File: src/rtl/addr_mapper.sv
// Banked address translator for an 8-bit CPU: four 16 KiB logical windows map onto a paged
// physical space, with ROM overlay, IO peripheral steering and a per-class wait-state generator.
module addr_mapper #(
    parameter int          NUM_PERIPH = 4,
    parameter int          PAGE_W     = 5,
    parameter logic [15:0] ROM_TOP    = 16'h2000,
    parameter int          MEM_WAIT   = 0,
    parameter int          ROM_WAIT   = 1,
    parameter int          IO_WAIT    = 1
) (
    input  logic                  clk_i,
    input  logic                  rst_i,
    input  logic [15:0]           addr_i,
    input  logic [7:0]            data_i,
    input  logic                  wr_n,
    input  logic                  mreq_n,
    input  logic                  ioreq_n,
    output logic [7:0]            data_o,
    output logic [PAGE_W+13:0]    phys_addr_o,
    output logic                  rom_cs,
    output logic                  ram_cs,
    output logic [NUM_PERIPH-1:0] periph_cs,
    output logic                  addr_dec_cs,
    output logic                  wait_n
);

    localparam logic [3:0] ROM_W = 4'(ROM_WAIT);
    localparam logic [3:0] MEM_W = 4'(MEM_WAIT);
    localparam logic [3:0] IO_W  = 4'(IO_WAIT);

    typedef enum logic [1:0] {
        S_IDLE = 2'd0,
        S_WAIT = 2'd1,
        S_HOLD = 2'd2
    } state_t;

    logic [PAGE_W-1:0] page [4];
    logic              rom_disable;
    logic [7:0]        io_bank;
    state_t            state;
    logic [3:0]        wait_cnt;
    logic              strobe_idle;

    logic [7:0] port;
    logic       mem_req;
    logic       io_only;
    logic       request;
    logic       is_page_port;
    logic       is_ctrl_port;
    logic       is_bank_port;
    logic       reg_port;
    logic       rom_hit;
    logic       write_fire;
    logic [3:0] wait_load;

    assign port         = addr_i[7:0];
    assign mem_req      = !mreq_n;
    // A simultaneous memory request wins: IO decode and register writes only on pure IO cycles.
    assign io_only      = !ioreq_n && mreq_n;
    assign request      = !mreq_n || !ioreq_n;
    assign is_page_port = (port[7:2] == 6'b111110);
    assign is_ctrl_port = (port == 8'hFE);
    assign is_bank_port = (port == 8'hFF);
    assign reg_port     = is_page_port || is_ctrl_port || is_bank_port;
    assign rom_hit      = (addr_i < ROM_TOP) && !rom_disable;

    assign rom_cs       = mem_req && rom_hit;
    assign ram_cs       = mem_req && !rom_hit;
    assign addr_dec_cs  = io_only && reg_port;
    assign phys_addr_o  = {page[addr_i[15:14]], addr_i[13:0]};

    // strobe_idle remembers that the previous clock had no IO write strobe, so a held strobe commits once.
    assign write_fire   = !wr_n && !ioreq_n && mreq_n && strobe_idle;

    always_comb begin
        periph_cs = '0;
        if (io_only && !reg_port) begin
            for (int i = 0; i < NUM_PERIPH; i++) begin
                if (io_bank == 8'(i)) begin
                    periph_cs[i] = 1'b1;
                end
            end
        end
    end

    always_comb begin
        data_o = 8'h00;
        if (addr_dec_cs) begin
            if (is_page_port) begin
                data_o[PAGE_W-1:0] = page[port[1:0]];
            end else if (is_ctrl_port) begin
                data_o[0] = rom_disable;
            end else begin
                data_o = io_bank;
            end
        end
    end

    always_comb begin
        wait_load = IO_W;
        if (mem_req) begin
            wait_load = rom_hit ? ROM_W : MEM_W;
        end
    end

    // The first wait cycle is driven from IDLE so the CPU sees wait_n low on its first request clock.
    always_comb begin
        wait_n = 1'b1;
        if (!rst_i) begin
            case (state)
                S_IDLE:  if (request && (wait_load != 4'd0)) wait_n = 1'b0;
                S_WAIT:  if (request && (wait_cnt > 4'd1))   wait_n = 1'b0;
                default: wait_n = 1'b1;
            endcase
        end
    end

    always_ff @(posedge clk_i) begin
        if (rst_i) begin
            for (int i = 0; i < 4; i++) begin
                page[i] <= PAGE_W'(i);
            end
            rom_disable <= 1'b0;
            io_bank     <= 8'h00;
            strobe_idle <= 1'b1;
        end else begin
            strobe_idle <= wr_n || ioreq_n;
            if (write_fire) begin
                if (is_page_port) begin
                    page[port[1:0]] <= data_i[PAGE_W-1:0];
                end else if (is_ctrl_port) begin
                    rom_disable <= data_i[0];
                end else if (is_bank_port) begin
                    io_bank <= data_i;
                end
            end
        end
    end

    always_ff @(posedge clk_i) begin
        if (rst_i) begin
            state    <= S_IDLE;
            wait_cnt <= 4'd0;
        end else begin
            case (state)
                S_IDLE: begin
                    if (request) begin
                        wait_cnt <= wait_load;
                        state    <= (wait_load != 4'd0) ? S_WAIT : S_HOLD;
                    end
                end
                S_WAIT: begin
                    if (!request) begin
                        state    <= S_IDLE;
                        wait_cnt <= 4'd0;
                    end else if (wait_cnt <= 4'd1) begin
                        state    <= S_HOLD;
                        wait_cnt <= 4'd0;
                    end else begin
                        wait_cnt <= wait_cnt - 4'd1;
                    end
                end
                S_HOLD: begin
                    if (!request) begin
                        state <= S_IDLE;
                    end
                end
                default: begin
                    state    <= S_IDLE;
                    wait_cnt <= 4'd0;
                end
            endcase
        end
    end

endmodule

File: config.mk
export PLATFORM = sky130hd
export DESIGN_NAME = addr_mapper
export DESIGN_NICKNAME = d
export VERILOG_FILES = /design/src/rtl/addr_mapper.sv
export SDC_FILE = /design/constraint.sdc
export NUM_CORES = 1
export LEC_CHECK = 0
export BUFFER_PORTS_ARGS = -buffer_cell sky130_fd_sc_hd__buf_2
export CAP_MARGIN = 15
export CORE_UTILIZATION = 55
export CTS_CLUSTER_DIAMETER = 50
export DETAILED_ROUTE_END_ITERATION = 10
export HOLD_SLACK_MARGIN = 0.12
export PLACE_DENSITY_LB_ADDON = 0.12
export SYNTH_ARGS = -nofsm -noshare
export SYNTH_HDL_FRONTEND = slang
export SYNTH_SLANG_ARGS = --single-unit
File: constraint.sdc
create_clock -name clk_i -period 4.2 [get_ports clk_i]
set_clock_uncertainty 0.1 [all_clocks]
set_input_delay 0 -clock clk_i [delete_from_list [all_inputs] [get_ports clk_i]]
set_output_delay 0 -clock clk_i [all_outputs]
set_load 0.02 [all_outputs]
==> flow_summary_export.csv, run 1 <==
group,metric,value,unit
power,combPwrFrac,15.2,%
global_routing,grt_usage,27.5,%
finish,nFillCells,266,
global_routing,grtUsageMet3,5.71,%
synth,synthFlopType,"edfxtp_1",
critical_path,cp_max_fo,8,
timing,fin_setup_tns,0,ns
power,p_clk_share,37.3,%
hold_path,hold_class,"in2out",
global_routing,grt_overflow,0,
finish,utilization,73.8,%
timing,max_slew_margin,52.9,%
power,p_per_area,298,mW/mm2
routing,drtIter0Drc,105,
finish,nets,295,
critical_path,end_kind,"flop",
global_routing,grt_pass1_wl,8.45,mm
clocking,cts_num_sinks,36,
timing,hold_viol,0,
power,power.net_switching,0.202,mW
global_routing,grtUsageMet2,48.2,%
critical_path,timing.reg2reg.setup_slack,1.83,ns
timing,finalWorstPathRequiredPeriod,2.52,ns
finish,num_antenna_cells,0,
clocking,cts_buffer_depth,2,
clocking,clockRootBuffer,"clkbuf_8",
synth,ys_ff_latch,36,
clocking,cts_setup_buffers,0,
synth,synth_area_per_cell,10.9,um2
synth,yosysWarnings,0,
routing,routedWlPerCell,16.8,um
clocking,cts_max_level,2,
critical_path,critical_path_required,4.27,ns
synth,netlist-cell-type-count,52,
power,seq_power_share,47.5,%
die,die-area,0.00414,mm2
placement,port_buffers,53,
clocking,clkLatencyLatePin,0.29,ns
routing,routed_via_density,5.82,
finish,syn_to_final_growth,27.3,%
critical_path,slowest_stage,"or4b_1",
finish,final_common_cell,"buf_2",
timing,fin_crit_sh,60.0,%
critical_path,critPathKind,"in2reg",
timing,grt_setup_unrepaired,"false",
global_routing,grt.busiest_layer,"met2",
global_routing,grt_max_degree,26,
placement,gp_congestion,0.820,
run_status,status,"complete, no violations",
power,total_leakage_power,1.21,nW
finish,multiInputGateArea,0.00104,mm2
critical_path,path_common_cell,"dlygate4sd3_1",
finish,regArea,921,um2
placement,dp_worst_setup_slack,1.93,ns
critical_path,arrival,2.60,ns
clocking,cts_tree,"built",
synth,syn-num-nets,227,
global_routing,grt_pass1_vias,1782,
die,rows,22,
placement,hpwlAfterDp,3.69,mm
timing,fin_ws,1.68,ns
power,ir_drop,260,uV
routing,first_pass_iters,4,
finish,layout-drive-gt1-share,30.2,%
timing,fmax,397,MHz
global_routing,grt_antenna_before_repair,0,
power,sw_frac_of_total,24.8,%
clocking,clk_pin_slew,0.07,ns
clocking,cts_buffers,5,
finish,stdcell_count,313,
placement,placed_cells,275,
critical_path,path_cells,"dlygate4sd3_1 > buf_2 > and4bb_4 > or4b_1 > mux2i_1 > nor2_1 > dlygate4sd3_1",
die,start_util,58.0,%
synth,synth_area,0.00214,mm2
synth,synthCells,196,
timing,finalSetupViolCount,0,
critical_path,slowest_delay,0.70,ns
synth,async_flop_share,0,%
timing,worst_pin_slew,0.700,ns
power,power.internal,0.611,mW
synth,ys_seq_area_share,43.0,%
routing,vias,1822,
die,coreArea,0.00369,mm2
routing,drc_errors,0,
die,die-height,64.4,um
finish,final_cell_mix,"buf_2, dlygate4sd3_1, nor2_1, and2_1, edfxtp_1",
global_routing,grt_use_met1,33.4,%
synth,synth_edf_count,20,
critical_path,critPathLaunchType,"input port",
routing,wl,5.24,mm
die,boundaryPins,64,
die,die_w,64.4,um
flow_run,maxCapViolations,0,
routing,ant_nets,0,
timing,finalMaxSlewViolations,0,
## registers in the layout, indices dropped and copies added, names as in the netlist
name	count
io_bank	8
page	20
rom_disable	1
state	2
strobe_idle	1
wait_cnt	4
## cells in the mapped netlist (2+ instances only)
cell / number / area, um2
nand2_1: 2 / 7.51
a22oi_1: 4 / 30.0
and3b_1: 2 / 17.5
and2_1: 20 / 125
o211ai_1: 2 / 15.0
buf_4: 15 / 113
nand3_1: 3 / 15.0
or2_2: 4 / 25.0
buf_2: 2 / 10.0
nor2_1: 20 / 75.1
nor2b_1: 3 / 18.8
mux4_2: 9 / 203
ha_1: 2 / 25.0
a21oi_1: 4 / 20.0
nand4_1: 3 / 18.8
clkbuf_1: 4 / 15.0
edfxtp_1: 20 / 601
mux2i_1: 10 / 100
nand2b_1: 5 / 31.3
dfxtp_1: 16 / 320
inv_1: 7 / 26.3
or3_1: 2 / 12.5
nor3_1: 6 / 30.0
or4b_1: 2 / 20.0
or4_1: 2 / 15.0
## worst max-delay path: cells and delay by family
kind                   cells  cell delay (ns)
buffers and inverters      3             1.26
multiplexers               1             0.23
AND/OR/NAND/NOR            3             1.10
## layout make-up
cell class	instances	area share [%]
timing repair buffer	83	20.6
tap	48	2.21
multi-input combinational	131	38.3
clock buffer	5	2.53
sequential	36	33.8
clock inverter	3	1.56
inverter	7	0.965
## metrics by stage
step	total power, mW	instance area, um2	hold slack [ns]
3_5_place_dp	0.496	2320	-0.0998
6_report	0.812	2720	0.146
3_3_place_gp	0.492	2320	-0.0998
4_1_cts	0.814	2720	0.147
5_1_grt	0.843	2720	0.162
2_1_floorplan	0.470	2140	-0.00183
## metal layers
layer  up-vias  wire length, um
li1        855                -
met1       883             2130
met2        74             2750
met3        10              304
met4         0               68
met5         -                0
## power groups by stage
| stage | Combinational (mW) | Sequential [mW] | Clock (mW) |
|---|---|---|---|
| final | 0.123 | 0.386 | 0.303 |
| after global routing | 0.133 | 0.387 | 0.323 |
| after CTS | 0.122 | 0.386 | 0.306 |
| after detailed placement | 0.103 | 0.394 | 0 |
| after global placement | 0.0992 | 0.393 | 0 |
| after floorplan | 0.0788 | 0.391 | 0 |
## cells by family (layout without fill, tap and decap cells)
logic type / after synthesis / in the layout / synth area share, %
AND/OR/NAND/NOR: 86 / 86 / 24.6
AO/OA/AOI/OAI: 23 / 23 / 8.30
multiplexers: 20 / 20 / 14.7
buffers and inverters: 29 / 98 / 8.19
adder cells (fa/ha/maj): 2 / 2 / 1.17
flip-flops: 36 / 36 / 43.0
## what timing repair did
action	CTS	global route
resized for setup	0	0
hold buffers	29	0
endpoints found under the hold margin	40	0
## worst paths after layout
| kind | startpoint | to | cells past startpoint |
|---|---|---|---|
| max | ioreq_n | io_bank[4] | 7 |
| min | addr_i[4] | phys_addr_o[4] | 2 |
| max reg2reg | strobe_idle | io_bank[4] | 5 |
| min reg2reg | wait_cnt[1] | wait_cnt[1] | 2 |
Power figures use the tool's default switching activity.
==> inputs of run 2 (changes only) <==
--- a/config.mk
+++ b/config.mk
@@ -7,7 +7,7 @@
 export LEC_CHECK = 0
 export BUFFER_PORTS_ARGS = -buffer_cell sky130_fd_sc_hd__buf_2
 export CAP_MARGIN = 15
-export CORE_UTILIZATION = 55
+export CORE_UTILIZATION = 46
 export CTS_CLUSTER_DIAMETER = 50
 export DETAILED_ROUTE_END_ITERATION = 10
 export HOLD_SLACK_MARGIN = 0.12
==> constraint.sdc (replaced) <==
create_clock -name clk_i -period 2.1 [get_ports clk_i]
set_clock_uncertainty 0.1 [all_clocks]
set_input_delay 0 -clock clk_i [delete_from_list [all_inputs] [get_ports clk_i]]
set_output_delay 0 -clock clk_i [all_outputs]
set_load 0.02 [all_outputs]
==> run 2 against run 1 <==
Effect of this change:
- via count shrank 4.4%
- global-route usage shrank 5.6 points
- sequential cell count is the same
- largest cell class unchanged
==> flow_summary_export.csv, run 2 (synthesis results as in run 1) <==
group,metric,value,unit
run_status,status,"complete, no violations",
routing,vias,1742,
hold_path,hold_path_depth,2,
finish,largest_reg_flops,20,
clocking,clockRootBuffer,"clkbuf_8",
timing,finalWorstPathRequiredPeriod,2.06,ns
timing,finalSetupViolCount,0,
clocking,clk_pin_slew,0.07,ns
placement,hpwlAfterDp,3.63,mm
clocking,cts_buffers,5,
clocking,cts_max_level,2,
global_routing,grt_max_degree,24,
power,total_leakage_power,1.16,nW
routing,drc_errors,0,
global_routing,grt.busiest_layer,"met2",
global_routing,grt_pass1_wl,8.14,mm
die,start_util,48.5,%
routing,routedWlPerCell,16.3,um
finish,syn_to_final_growth,24.4,%
critical_path,timing.reg2reg.setup_slack,0.21,ns
finish,final_cell_mix,"buf_2, and2_1, dlygate4sd3_1, edfxtp_1, nor2_1",
finish,nFillCells,379,
routing,wl,5.07,mm
clocking,clkLatencyLatePin,0.28,ns
clocking,cts_buffer_depth,2,
power,ir_drop,412,uV
critical_path,cp_max_fo,3,
timing,fin_ws,0.0420,ns
finish,num_antenna_cells,0,
clocking,cts_setup_buffers,0,
placement,gp_congestion,0.818,
finish,regMostFlops,"page",
timing,finalMaxSlewViolations,0,
timing,worst_pin_slew,0.460,ns
die,coreArea,0.00441,mm2
power,p_per_area,557,mW/mm2
global_routing,grt_pass1_vias,1627,
die,rows,24,
timing,fin_crit_sh,98.0,%
flow_run,maxCapViolations,0,
finish,layout-drive-gt1-share,33.1,%
routing,routed_via_density,5.58,
finish,nets,290,
die,die-height,70.2,um
critical_path,arrival,1.96,ns
timing,fmax,486,MHz
finish,final_common_cell,"buf_2",
timing,max_slew_margin,69.2,%
die,die_w,70.2,um
die,boundaryPins,64,
global_routing,grtUsageMet2,35.4,%
timing,holdWs,0.145,ns
critical_path,critPathKind,"reg2out",
global_routing,grt_usage,21.9,%
critical_path,reg2reg_depth,7,
finish,regArea,923,um2
hold_path,hold_class,"in2out",
routing,ant_nets,0,
critical_path,end_kind,"output pin",
routing,drtIter0Drc,133,
clocking,cts_num_sinks,36,
finish,top_regs,"page x20, io_bank x8, wait_cnt x4",
routing,first_pass_iters,4,
timing,hold_viol,0,
placement,port_buffers,53,
die,die-area,0.00493,mm2
placement,dp_worst_setup_slack,0.300,ns
critical_path,critPathLaunchType,"flop",
clocking,cts_tree,"built",
global_routing,grt_use_met1,30.6,%
finish,multiInputGateArea,0.00106,mm2
critical_path,critical_path_required,2.00,ns
global_routing,grtUsageMet3,3.90,%
timing,grt_setup_unrepaired,"true",
global_routing,grt_antenna_before_repair,0,
global_routing,grt_overflow,0,
## run 2: cell types whose count changed in the layout (fill, tap and decap cells not counted), moves of 2 or more
cell,before,now
buf_2,53,51
buf_4,0,7
clkbuf_1,0,2
dfxtp_1,16,14
dfxtp_2,0,2
dlygate4sd3_1,29,20
## run 2: per-stage QoR
step / instance area [um2] / util [%] / power [mW] / std cells / TNS (ns)
final: 2660 / 60.3 / 1.48 / 312 / 0
after global routing: 2660 / 60.3 / 1.55 / 312 / -0.0603
after CTS: 2640 / 59.8 / 1.49 / 312 / 0
after detailed placement: 2360 / 53.4 / 0.995 / 284 / 0
after global placement: 2360 / 53.4 / 0.995 / 284 / 0
after floorplan: 2140 / - / 0.940 / 196 / 0
## run 2: critical path: stages, from the launching register on
cell and delay (ns):
dfxtp_2 0.32, or4b_1 0.51, a311o_1 0.37, or2_1 0.23, nor2_1 0.09, buf_4 0.14
## run 2: final cells by class
type / instances / area share [%]
timing repair buffer: 78 / 19.1
tap: 52 / 2.44
clock buffer: 7 / 2.87
inverter: 7 / 0.987
sequential: 36 / 34.7
clock inverter: 1 / 0.188
multi-input combinational: 131 / 39.8
## run 2: path summary, 6_finish.rpt
check	from	endpoint
max	io_bank[7]	periph_cs[3]
min reg2reg	io_bank[7]	io_bank[7]
max reg2reg	wait_cnt[0]	state[1]
min	addr_i[6]	phys_addr_o[6]
## run 2: power by group
| group | switching [mW] | internal (mW) | leakage [nW] | total, mW |
|---|---|---|---|---|
| sequential | 0.0137 | 0.758 | 0.336 | 0.772 |
| clock | 0.231 | 0.233 | 0.0422 | 0.463 |
| combinational | 0.135 | 0.112 | 0.783 | 0.247 |
## run 2: repair_timing
| action | in CTS | in global routing |
|---|---|---|
| resized for setup | 0 | 7 |
| pin swaps | 1 | 1 |
| hold buffers | 20 | 0 |
| hold endpoints to repair | 40 | 0 |
| endpoints found under the setup margin | 2 | 3 |
## run 2: metal layers
metal	share of wire (%)	vias up	wire, um
li1	-	844	-
met1	46	828	2350
met2	47	66	2380
met3	6.2	4	315
met4	0.67	0	34
met5	0	-	0
